### config.mk
export PLATFORM = sky130hd
export DESIGN_NAME = axi_lite_write_arb
export DESIGN_NICKNAME = d
export VERILOG_FILES = /design/src/rtl/axi_lite_write_arb.sv
export SDC_FILE = /design/constraint.sdc
export NUM_CORES = 1
export LEC_CHECK = 0
export CAP_MARGIN = 20
export CELL_PAD_IN_SITES_DETAIL_PLACEMENT = 1
export CELL_PAD_IN_SITES_GLOBAL_PLACEMENT = 2
export CORE_AREA = 2 2 86 88
export CTS_BUF_LIST = sky130_fd_sc_hd__clkbuf_2 sky130_fd_sc_hd__clkbuf_4 sky130_fd_sc_hd__clkbuf_8
export DETAILED_ROUTE_END_ITERATION = 7
export DIE_AREA = 0 0 88 90
export DONT_BUFFER_PORTS = 1
export MAX_ROUTING_LAYER = met4
export PLACE_DENSITY_LB_ADDON = 0.3
export REMOVE_ABC_BUFFERS = 1
export SLEW_MARGIN = 0
export SYNTH_ARGS = -nofsm -noshare
export SYNTH_HDL_FRONTEND = slang
export SYNTH_SLANG_ARGS = --single-unit
### constraint.sdc
create_clock -name ACLK -period 5.7 [get_ports ACLK]
set_input_delay 0.57 -clock ACLK [delete_from_list [all_inputs] [get_ports ACLK]]
set_output_delay 0.57 -clock ACLK [all_outputs]
set_load 0.02 [all_outputs]
### src/rtl/axi_lite_write_arb.sv
// axi_lite_write_arb: round-robin arbiter sharing one AXI4-Lite write slave between two requesters
module axi_lite_write_arb #(
  parameter int ADDR_W = 32,
  parameter int DATA_W = 32
) (
  input  logic                ACLK,
  input  logic                ARSTn,
  input  logic [2*ADDR_W-1:0] S_AWADDR,
  input  logic [1:0]          S_AWVALID,
  output logic [1:0]          S_AWREADY,
  input  logic [2*DATA_W-1:0] S_WDATA,
  input  logic [1:0]          S_WVALID,
  output logic [1:0]          S_WREADY,
  output logic [1:0]          S_BVALID,
  input  logic [1:0]          S_BREADY,
  output logic [3:0]          S_BRESP,
  output logic [ADDR_W-1:0]   M_AWADDR,
  output logic                M_AWVALID,
  input  logic                M_AWREADY,
  output logic [DATA_W-1:0]   M_WDATA,
  output logic                M_WVALID,
  input  logic                M_WREADY,
  input  logic                M_BVALID,
  output logic                M_BREADY,
  input  logic [1:0]          M_BRESP,
  output logic [1:0]          GRANT
);
  typedef enum logic [1:0] {IDLE, ADDR, DATA, RESP} state_t;
  state_t     state_q, state_d;
  logic [1:0] grant_q, grant_d, last_q, last_d, pick;
  logic       g, in_a, in_d, in_r;
  assign g = grant_q[1];
  // on a tie the requester that did not win last time goes first
  assign pick = (&S_AWVALID) ? (last_q[0] ? 2'b10 : 2'b01) : S_AWVALID;
  always_ff @(posedge ACLK or negedge ARSTn) begin
    if (!ARSTn) begin
      state_q <= IDLE;
      grant_q <= 2'b00;
      last_q  <= 2'b10;
    end else begin
      state_q <= state_d;
      grant_q <= grant_d;
      last_q  <= last_d;
    end
  end
  always_comb begin
    state_d = state_q;
    grant_d = grant_q;
    last_d  = last_q;
    case (state_q)
      IDLE: if (|S_AWVALID) begin
        state_d = ADDR;
        grant_d = pick;
      end
      ADDR: if (M_AWVALID && M_AWREADY) state_d = DATA;
      DATA: if (M_WVALID && M_WREADY) state_d = RESP;
      RESP: if (M_BVALID && M_BREADY) begin
        state_d = IDLE;
        grant_d = 2'b00;
        last_d  = grant_q;
      end
      default: state_d = IDLE;
    endcase
  end
  always_comb begin
    in_a      = state_q == ADDR;
    in_d      = state_q == DATA;
    in_r      = state_q == RESP;
    M_AWADDR  = in_a ? (g ? S_AWADDR[2*ADDR_W-1:ADDR_W] : S_AWADDR[ADDR_W-1:0]) : '0;
    M_AWVALID = in_a && S_AWVALID[g];
    M_WDATA   = in_d ? (g ? S_WDATA[2*DATA_W-1:DATA_W] : S_WDATA[DATA_W-1:0]) : '0;
    M_WVALID  = in_d && S_WVALID[g];
    M_BREADY  = in_r && S_BREADY[g];
    S_AWREADY = in_a ? grant_q & {2{M_AWREADY}} : 2'b00;
    S_WREADY  = in_d ? grant_q & {2{M_WREADY}} : 2'b00;
    S_BVALID  = in_r ? grant_q & {2{M_BVALID}} : 2'b00;
    S_BRESP   = in_r ? (g ? {M_BRESP, 2'b00} : {2'b00, M_BRESP}) : 4'b0000;
    GRANT     = grant_q;
  end
endmodule

==> flow_summary_export.csv <==
group,metric,value,unit
run_status,status,"finished clean",
yosys,synth-seq-cells,5,
cts,cts_resized,0,
finish,area_delta_synth_final,10.2,%
drt,drtAntennaViolNets,0,
placed_design,placed_area,1640,um^2
power,finalPower,0.000914,W
cts,cts_buffer_depth,2,
cts,cts_buffers,3,
timing,drv_slew,0,
min_path,hp-class,"primary input to asynchronous set/reset pin",
power,vdd_drop_max,0.000262,V
global_routing,track_usage,11.0,%
timing,finalSetupViolCount,0,
global_routing,antenna_found_initial,0,
cts,cts_sinks,5,
yosys,synthMuxAreaShare,45.3,%
worst_setup_path,cp_slowest_cell,"ha_1",
yosys,synthDistinctLibCells,23,
drt,vias,1354,
timing,fin_crit,2580,ps
drt,drt-total-wl,5060,um
timing,tightest_slew,977,ps
finish,fin_nets,329,
worst_setup_path,critPathBufInv,1,
die,num_rows,31,
worst_setup_path,arrival,2010,ps
worst_setup_path,max_stage_delay,790,ps
power,power_density,533,nW/um^2
yosys,synth_top_family_by_area,"multiplexers",
global_routing,gr-total-overflow,0,
cts,clk_latency,220,ps
die,io_pins,220,
cts,path_clk_slew,40,ps
finish,diodes,0,
finish,fin_cells,282,
die,core,7020,um^2
timing,fmax,388,MHz
drt,drc,0,
worst_setup_path,critPathMaxFanout,37,
finish,fin_util,24.4,%
placed_design,hpwl,4190,um
power,p_leak,0.624,nW
drt,drtIter0Drc,44,
die,chipHeight,90,um
yosys,synth-simple-area-share,33.6,%
worst_setup_path,cp-end-kind,"output port",
worst_setup_path,worstPathRequired,5130,ps
global_routing,grt_start_max_net_pins,42,
cts,cts_root_buffer,"clkbuf_8",
cts,cts_tree,"yes",
yosys,synth-xor-area-share,0,%
worst_setup_path,reg2regPathDepth,4,
global_routing,grt_pass1_wl,6890,um
finish,drive_gt1_share,4.92,%
timing,clock-skew-final,3.32,ps
placed_design,dp_cells,277,
cts,hold_buffers,0,
placed_design,portBuffers,0,
yosys,syn_avg_cell_area,8.02,um^2
worst_setup_path,critPathLaunchType,"register",
timing,min_period_over_period,45.2,%
job,cap_viol_max_count,0,
worst_setup_path,cpLargestDelayFamily,"adder cells",
die,die_area,7920,um^2
yosys,netlist_instances,194,
worst_setup_path,worst-path-stages,3,
global_routing,grt_pass1_vias,1285,
timing,fin_setup_tns,0,ps
worst_setup_path,crit_chain,"inv_1, ha_1, nor2b_1",
drt,wl_per_cell,17.9,um
die,die_w,88,um
timing,slew_headroom,34.9,%
die,start_util,22.2,%
yosys,syn_area,1560,um^2
cts,post_cts_buffers,0,
drt,vias_per_cell,4.80,
yosys,synth_fa_ha_area_share,3.22,%
yosys,ys_warn_count,0,
yosys,synth-compound-area-share,4.26,%
yosys,yosysSeqAreaShare,8.04,%
cts,htreeDepth,1,
timing,rsz0062_at_grt,"no",
placed_design,gp_congestion,0.669,
finish,fin_area,1720,um^2
timing,hold_viol_final,0,
worst_setup_path,worstSetupPathType,"register to output port",
drt,dr.pass1.iters,4,
==> power breakdown <==
part / leakage, nW / switching (W) / internal, W
registers: 0.0599 / 0.0000585 / 0.0000543
logic: 0.538 / 0.000456 / 0.000275
clock network: 0.0262 / 0.0000175 / 0.0000528
total: 0.624 / 0.000532 / 0.000382
==> logic make-up (layout without fill, tap and decap cells) <==
kind of cell	after synthesis	after routing
AND/OR/NAND/NOR	86	86
multiplexers	70	70
buffers and inverters	21	10
AO/OA/AOI/OAI	8	8
flip-flops	5	5
adder cells (fa/ha/maj)	4	4
==> state kept, by name (all words and copies together) (netlist names) <==
signal and cells:
state_q 2, last_q 1, GRANT 2
==> routing by layer <==
layer	global-route usage [%]	wire [um]	vias to the layer above
li1	-	-	642
met1	12.8	2010	634
met2	20.2	2670	76
met3	1.74	369	2
met4	1.15	9	0
met5	-	0	-
==> synthesized netlist by cell type <==
master	number	area [um^2]
mux2i_1	67	671
nor2b_1	67	419
clkbuf_1	9	33.8
and3_1	8	50.1
buf_2	7	35.0
nor2_1	6	22.5
dfrtp_1	5	125
ha_1	4	50.1
inv_1	4	15.0
mux2_1	2	22.5
nand2b_1	2	12.5
nor3b_1	2	15.0
a211oi_1	1	7.51
a21oi_1	1	5.00
a221o_1	1	10.0
a221oi_2	1	15.0
a2bb2oi_1	1	8.76
buf_1	1	3.75
mux2_2	1	11.3
nand2_1	1	3.75
o211ai_1	1	7.51
o21ai_1	1	5.00
o31ai_1	1	7.51
==> worst paths after layout <==
path / endpoint / from / slack (ps)
setup / recovery: M_AWADDR[12] / state_q[1] / 3120
max in group asynchronous: GRANT[1] / ARSTn / 5580
hold / removal: GRANT[1] / ARSTn / 40
hold reg to reg: last_q[0] / last_q[0] / 540
min in group ACLK: GRANT[1] / S_AWVALID[1] / 530
setup reg to reg: state_q[1] / GRANT[1] / 3490
==> cells in the final DEF (no fill, tap or decap) <==
| cell | instances |
|---|---|
| mux2i_1 | 67 |
| nor2b_1 | 67 |
| and3_1 | 8 |
| nor2_1 | 6 |
| dfrtp_1 | 4 |
| inv_1 | 4 |
| ha_1 | 4 |
| clkbuf_8 | 3 |
| nor3b_1 | 2 |
| mux2_1 | 2 |
| nand2b_1 | 2 |
| buf_16 | 2 |
| dfrtp_4 | 1 |
| nand2_1 | 1 |
| mux2_2 | 1 |
| a211oi_1 | 1 |
| a221o_1 | 1 |
| a221oi_2 | 1 |
| a21oi_1 | 1 |
| a2bb2oi_1 | 1 |
| o211ai_1 | 1 |
| o21ai_1 | 1 |
| o31ai_1 | 1 |
| clkbuf_4 | 1 |
==> cell type report <==
type | count | area [um^2]
Fill cell | 850 | 5310
Multi-Input combinational cell | 168 | 1340
Sequential cell | 5 | 129
Tap cell | 99 | 124
Timing Repair Buffer | 2 | 55.1
Clock buffer | 4 | 48.8
Inverter | 4 | 15.0
==> stage by stage <==
stage,hold slack (ps),setup WS (ps)
2_1_floorplan,274,1720
3_3_place_gp,275,3020
3_5_place_dp,275,3270
4_1_cts,41.0,3030
5_1_grt,35.1,2910
6_report,44.4,3120
No activity file was read; power rests on OpenSTA's default activity.
